$ cat src/rtl/fft_out_stage_pp_pkg.sv
// Shared types and helpers for the ping-pong FFT output reorder stage.
package fft_out_pkg;

  localparam int unsigned MAX_AW     = 16;
  localparam int unsigned MAX_AW_IDX = $clog2(MAX_AW);

  typedef enum logic [1:0] {
    R_IDLE    = 2'd0,
    R_FETCH   = 2'd1,
    R_PRESENT = 2'd2,
    R_GAP     = 2'd3
  } rd_state_e;

  // Reverse the low 'size' bits of addr; upper bits return zero.
  function automatic logic [MAX_AW-1:0] bitrev(input logic [MAX_AW-1:0] addr,
                                               input int unsigned       size);
    logic [MAX_AW-1:0] r;
    r = '0;
    for (int unsigned i = 0; i < MAX_AW; i++) begin
      if (i < size) r[MAX_AW_IDX'(size - 1 - i)] = addr[MAX_AW_IDX'(i)];
    end
    return r;
  endfunction

endpackage

$ cat src/rtl/fft_out_stage_pp_ram.sv
// Simple dual-port RAM: one write port, one read port with 1-cycle registered read.
module pp_ram #(
  parameter int unsigned DW = 48,
  parameter int unsigned AW = 5
) (
  input  logic          clk,
  input  logic          rst_n,
  input  logic          we,
  input  logic [AW-1:0] waddr,
  input  logic [DW-1:0] wdata,
  input  logic          re,
  input  logic [AW-1:0] raddr,
  output logic [DW-1:0] rdata
);

  logic [DW-1:0] mem [2**AW];

  always_ff @(posedge clk) begin
    if (we) mem[waddr] <= wdata;
  end

  // Read register doubles as the stage's output data register, so it holds unless re.
  always_ff @(posedge clk) begin
    if (!rst_n)  rdata <= '0;
    else if (re) rdata <= mem[raddr];
  end

endmodule

$ cat src/rtl/fft_out_stage_pp.sv
// Ping-pong FFT output reorder: capture a frame in one bank while the other drains
// in natural or bit-reversed order over valid/ready, with optional inter-word pacing.
module fft_out_stage_pp
  import fft_out_pkg::*;
#(
  parameter int unsigned BIT_WIDTH   = 24,
  parameter int unsigned N           = 16,
  parameter int unsigned SIZE        = 4,
  parameter int unsigned PACE_CYCLES = 5207
) (
  input  logic                        clk,
  input  logic                        rst_n,
  input  logic                        valid_i,
  input  logic signed [BIT_WIDTH-1:0] Re_i,
  input  logic signed [BIT_WIDTH-1:0] Im_i,
  input  logic [SIZE-1:0]             wr_ptr_i,
  input  logic                        bitrev_rd_i,
  input  logic                        ready_i,
  output logic signed [BIT_WIDTH-1:0] Re_o,
  output logic signed [BIT_WIDTH-1:0] Im_o,
  output logic [SIZE-1:0]             idx_o,
  output logic                        valid_o,
  output logic                        last_o,
  output logic                        done_o,
  output logic                        overflow_o
);

  localparam int unsigned DW        = 2 * BIT_WIDTH;
  localparam int unsigned LAST_IDX  = N - 1;
  localparam int unsigned PW        = (PACE_CYCLES > 1) ? $clog2(PACE_CYCLES) : 1;
  localparam int unsigned PACE_LAST = (PACE_CYCLES > 0) ? PACE_CYCLES - 1 : 0;

  rd_state_e       state_q, state_d;
  logic [SIZE-1:0] wcnt_q, rcnt_q, raddr_c;
  logic [PW-1:0]   pace_q;
  logic [1:0]      full_q, full_d;
  logic            wbank_q, rbank_q, rbitrev_q, drop_q;
  logic            start_c, re_c, accept_c, release_c;
  logic            bank_busy_c, dropping_c, wr_en_c, frame_done_c;
  logic [DW-1:0]   rdata;

  pp_ram #(.DW(DW), .AW(SIZE + 1)) u_ram (
    .clk   (clk),
    .rst_n (rst_n),
    .we    (wr_en_c),
    .waddr ({wbank_q, wr_ptr_i}),
    .wdata ({Re_i, Im_i}),
    .re    (re_c),
    .raddr ({rbank_q, raddr_c}),
    .rdata (rdata)
  );

  assign Re_o = rdata[DW-1:BIT_WIDTH];
  assign Im_o = rdata[BIT_WIDTH-1:0];

  // Drop decision is made once per frame; a release in the same cycle frees the bank.
  always_comb begin
    bank_busy_c  = full_q[wbank_q] && !(release_c && (rbank_q == wbank_q));
    dropping_c   = (wcnt_q == '0) ? bank_busy_c : drop_q;
    wr_en_c      = rst_n && valid_i && !dropping_c;
    frame_done_c = wr_en_c && (wcnt_q == SIZE'(LAST_IDX));
    full_d       = full_q;
    if (release_c)    full_d[rbank_q] = 1'b0;
    if (frame_done_c) full_d[wbank_q] = 1'b1;
  end

  always_ff @(posedge clk) begin
    if (!rst_n) begin
      wcnt_q     <= '0;
      wbank_q    <= 1'b0;
      full_q     <= '0;
      drop_q     <= 1'b0;
      overflow_o <= 1'b0;
    end else begin
      full_q <= full_d;
      if (valid_i) begin
        wcnt_q <= wcnt_q + SIZE'(1);
        if (wcnt_q == '0) drop_q <= dropping_c;
        if (dropping_c)   overflow_o <= 1'b1;
        if (frame_done_c) wbank_q <= ~wbank_q;
      end
    end
  end

  always_ff @(posedge clk) begin
    if (!rst_n) state_q <= R_IDLE;
    else        state_q <= state_d;
  end

  always_comb begin
    state_d = state_q;
    unique case (state_q)
      R_IDLE:    if (full_q[rbank_q]) state_d = R_FETCH;
      R_FETCH:   state_d = R_PRESENT;
      R_PRESENT: begin
        if (ready_i) begin
          if (rcnt_q == SIZE'(LAST_IDX)) state_d = R_IDLE;
          else if (PACE_CYCLES > 0)      state_d = R_GAP;
          else                           state_d = R_FETCH;
        end
      end
      R_GAP:     if (pace_q == PW'(PACE_LAST)) state_d = R_PRESENT;
      default:   state_d = R_IDLE;
    endcase
  end

  // The last gap cycle also issues the fetch so the sink sees exactly PACE_CYCLES idle cycles.
  always_comb begin
    start_c   = 1'b0;
    re_c      = 1'b0;
    accept_c  = 1'b0;
    release_c = 1'b0;
    raddr_c   = rbitrev_q ? SIZE'(bitrev(MAX_AW'(rcnt_q), SIZE)) : rcnt_q;
    unique case (state_q)
      R_IDLE:    start_c = full_q[rbank_q];
      R_FETCH:   re_c = 1'b1;
      R_PRESENT: begin
        accept_c  = ready_i;
        release_c = ready_i && (rcnt_q == SIZE'(LAST_IDX));
      end
      R_GAP:     re_c = (pace_q == PW'(PACE_LAST));
      default:   ;
    endcase
  end

  always_ff @(posedge clk) begin
    if (!rst_n) begin
      rbank_q   <= 1'b0;
      rbitrev_q <= 1'b0;
      rcnt_q    <= '0;
      pace_q    <= '0;
      idx_o     <= '0;
      valid_o   <= 1'b0;
      last_o    <= 1'b0;
      done_o    <= 1'b0;
    end else begin
      done_o <= release_c;
      pace_q <= (state_q == R_GAP) ? pace_q + PW'(1) : '0;
      if (start_c) begin
        rcnt_q    <= '0;
        rbitrev_q <= bitrev_rd_i;
      end
      if (re_c) begin
        idx_o   <= raddr_c;
        valid_o <= 1'b1;
        last_o  <= (rcnt_q == SIZE'(LAST_IDX));
      end
      if (accept_c) begin
        valid_o <= 1'b0;
        last_o  <= 1'b0;
        if (release_c) rbank_q <= ~rbank_q;
        else           rcnt_q  <= rcnt_q + SIZE'(1);
      end
    end
  end

endmodule

$ cat config.mk
export PLATFORM = sky130hd
export DESIGN_NAME = fft_out_stage_pp
export DESIGN_NICKNAME = d
export VERILOG_FILES = /design/src/rtl/fft_out_stage_pp_pkg.sv /design/src/rtl/fft_out_stage_pp_ram.sv /design/src/rtl/fft_out_stage_pp.sv
export SDC_FILE = /design/constraint.sdc
export NUM_CORES = 2
export LEC_CHECK = 0
export ABC_AREA = 1
export CAP_MARGIN = 20
export CORE_ASPECT_RATIO = 1.1
export CORE_MARGIN = 8
export CORE_UTILIZATION = 45
export DETAILED_ROUTE_END_ITERATION = 8
export GPL_TIMING_DRIVEN = 0
export PLACE_DENSITY = 0.6
export SLEW_MARGIN = 30
export SYNTH_ARGS = -nofsm -noshare
export SYNTH_HDL_FRONTEND = slang
export SYNTH_HIERARCHICAL = 1
export SYNTH_SLANG_ARGS = --single-unit
export TNS_END_PERCENT = 10
$ cat constraint.sdc
create_clock -name clk -period 7.6 [get_ports clk]
set_clock_uncertainty 0.2 [all_clocks]
set_input_delay 1.52 -clock clk [delete_from_list [all_inputs] [get_ports clk]]
set_output_delay 1.52 -clock clk [all_outputs]
set_load 0.02 [all_outputs]
==> results_dict.tcl <==
set metrics [dict create \
    design_area_um2 76800 \
    cts_buffer_depth 3 \
    hold_viol 0 \
    cts-root-buf "clkbuf_16" \
    cp_max_fo 16 \
    cts_setup_buffers 0 \
    final_cell_mix "nand2_1, edfxtp_1, nand3_1, buf_2, clkbuf_16" \
    fp.coreArea_um2 144000 \
    synth_top_area_cell "edfxtp_1" \
    synth_cell_types 37 \
    worstSetupPathType "input pin to register" \
    cts.clk_slew.worst_paths_ns 0.06 \
    power_density_nw_per_um2 234 \
    final_common_cell "nand2_1" \
    synth.avg_cell_area_um2 11.7 \
    fin_ws_ns 2.78 \
    vdd_drop_max_uv 157 \
    wl_mm 219 \
    instances_no_fill 7998 \
    post_cts_resized 0 \
    r2r_setup_slack_ns 3.32 \
    worstSkewPairLatency_ns 0.80 \
    ios 113 \
    p_leak_nw 27.5 \
    syn_nets 5607 \
    max_freq_ghz 0.207 \
    drive_gt1_share_pct 11.2 \
    nNetsFinal 5995 \
    finalSetupViolCount 0 \
    start_util_pct 45.3 \
    fin_crit_ns 4.82 \
    via_count 46200 \
    hold_depth 2 \
    synth_compound_area_share_pct 1.09 \
    synth_adder_area_share_pct 0.0960 \
    gp_congestion 0.839 \
    ys.warnings.count 6 \
    ys_seq_area_share_pct 73.4 \
    outcome "finished, final reports clean" \
    die_height_um 415 \
    first_global_vias 43600 \
    area_delta_synth_final_pct 17.9 \
    hpwl_mm 150 \
    grt_pass1_wl_mm 310 \
    synth_xor_area_share_pct 0.0672 \
    rows 146 \
    grt.overflow.total 0 \
    synth_cells 5545 \
    cts_made_buffers 164 \
    rsz0062_at_grt "false" \
    final.period_utilization_pct 63.5 \
    portBuffers 111 \
    dp_cells 7691 \
    drt_first_iter_violations 5418 \
    antenna_found_initial 11 \
    vias_per_cell 5.78 \
    critPathRequiredTime_ns 7.91 \
    wire_per_inst_um 27.4 \
    place_ws_ns 2.13 \
    cts_hold_buf 0 \
    muxShareOfSynthArea_pct 0 \
    ant_nets 0 \
    htreeDepth 4 \
    cap_violations 0 \
    track_usage_pct 27.2 \
    drv_slew 0 \
    min_path_type "register to register" \
    r2r_cells 12 \
    tns_ns 0 \
    synth_top_family_by_area "simple AND/OR/NAND/NOR gates" \
    cp.arrival_ns 5.13 \
    die_x_um 379 \
    synthSimpleGateAreaFrac_pct 22.1 \
    crit_path_start_kind "input pin" \
    fin_total_pwr_mw 18.0 \
    crit_path_end_kind "register" \
    drc 0 \
    clock_sinks 1621 \
    yosysTopAreaCellShare_pct 70.8 \
    cts_tree "done" \
    placed_area_um2 71500 \
    first_pass_iters 5 \
    max-slew-margin-rel_pct 33.9 \
    synth.area.top_cells "edfxtp_1, nand2_1, nand3_1" \
    tightest_slew_ns 0.992 \
    ys_ff_latch 1621 \
    grt_start_max_net_pins 33 \
    syn-cell-area_um2 65100 \
    dieArea_um2 157000 \
]
==> routing by layer <==
layer	wire length (µm)	share of wire [%]	global-route usage (%)	vias to the layer above
li1	-	-	-	20300
met1	83100	38	35.7	22800
met2	101000	46	42.6	2584
met3	21900	10	5.57	540
met4	12700	5.8	14.6	12
met5	82	0.037	0	-
==> cells in the mapped netlist (all sizes together) <==
library cell and number:
ha 5, nand3 1276, a31oi 1, clkbuf 90
nor3b 1, buf 259, nand4 4, xor2 2
a21oi 65, inv 45, dfxtp 85, nor4 1
nand2 2010, nor3 9, o21ai 65, a211oi 1
clkinv 2, nor2 85, xnor2 3, edfxtp 1536
==> critical path, cell delays in order <==
cell and delay [ns]:
clkdlybuf4s50_1 0.54, nand3_4 0.12, nor2_4 0.17, nand2_2 0.07, nand2_2 0.10, nand2_1 0.08
nor2_1 0.35, nand3_1 0.73, nor2_4 0.79, buf_16 0.26, buf_16 0.19, buf_16 0.17
==> registers in the layout (all words and copies together), names as in the netlist, 2 cells and up <==
signal	flops
wcnt_q	4
pace_q	13
full_q	2
u_ram/rdata	48
u_ram/mem	1536
idx_o	4
rcnt_q	4
state_q	2
==> path summary, 6_finish.rpt <==
check             startpoint                to
setup / recovery     ready_i  u_ram/mem[1][26]
hold / removal      idx_o[1]          idx_o[1]
setup reg to reg   rcnt_q[0]  u_ram/mem[1][26]
hold reg to reg     idx_o[1]          idx_o[1]
==> cell type report <==
type	count	area, µm²
antenna	9	22.5
buffer	349	1950
clock buffer	227	4550
clock inverter	71	689
fill	12200	67200
inverter	47	180
multi-input combinational	3528	15400
sequential	1621	47800
tap	1924	2410
timing repair buffer	222	3710
==> report_power, final <==
part	internal (mW)	leakage, nW	switching, mW
clock network	4.56	2.55	3.39
logic	0.0372	10.5	0.199
registers	9.80	14.5	0.00697
==> through the flow <==
step	hold slack, ns	utilization (%)
after floorplan	0.230	-
after global placement	0.244	47.7
after detailed placement	0.253	49.7
after CTS	0.275	53.3
after global routing	0.296	53.3
final	0.269	53.3
==> logic make-up after synthesis <==
group / after synthesis
adder cells (fa/ha/maj): 5
XOR/XNOR: 5
flip-flops: 1621
buffers and inverters: 396
AO/OA/AOI/OAI: 132
AND/OR/NAND/NOR: 3386
(Power assumes the default switching activity.)
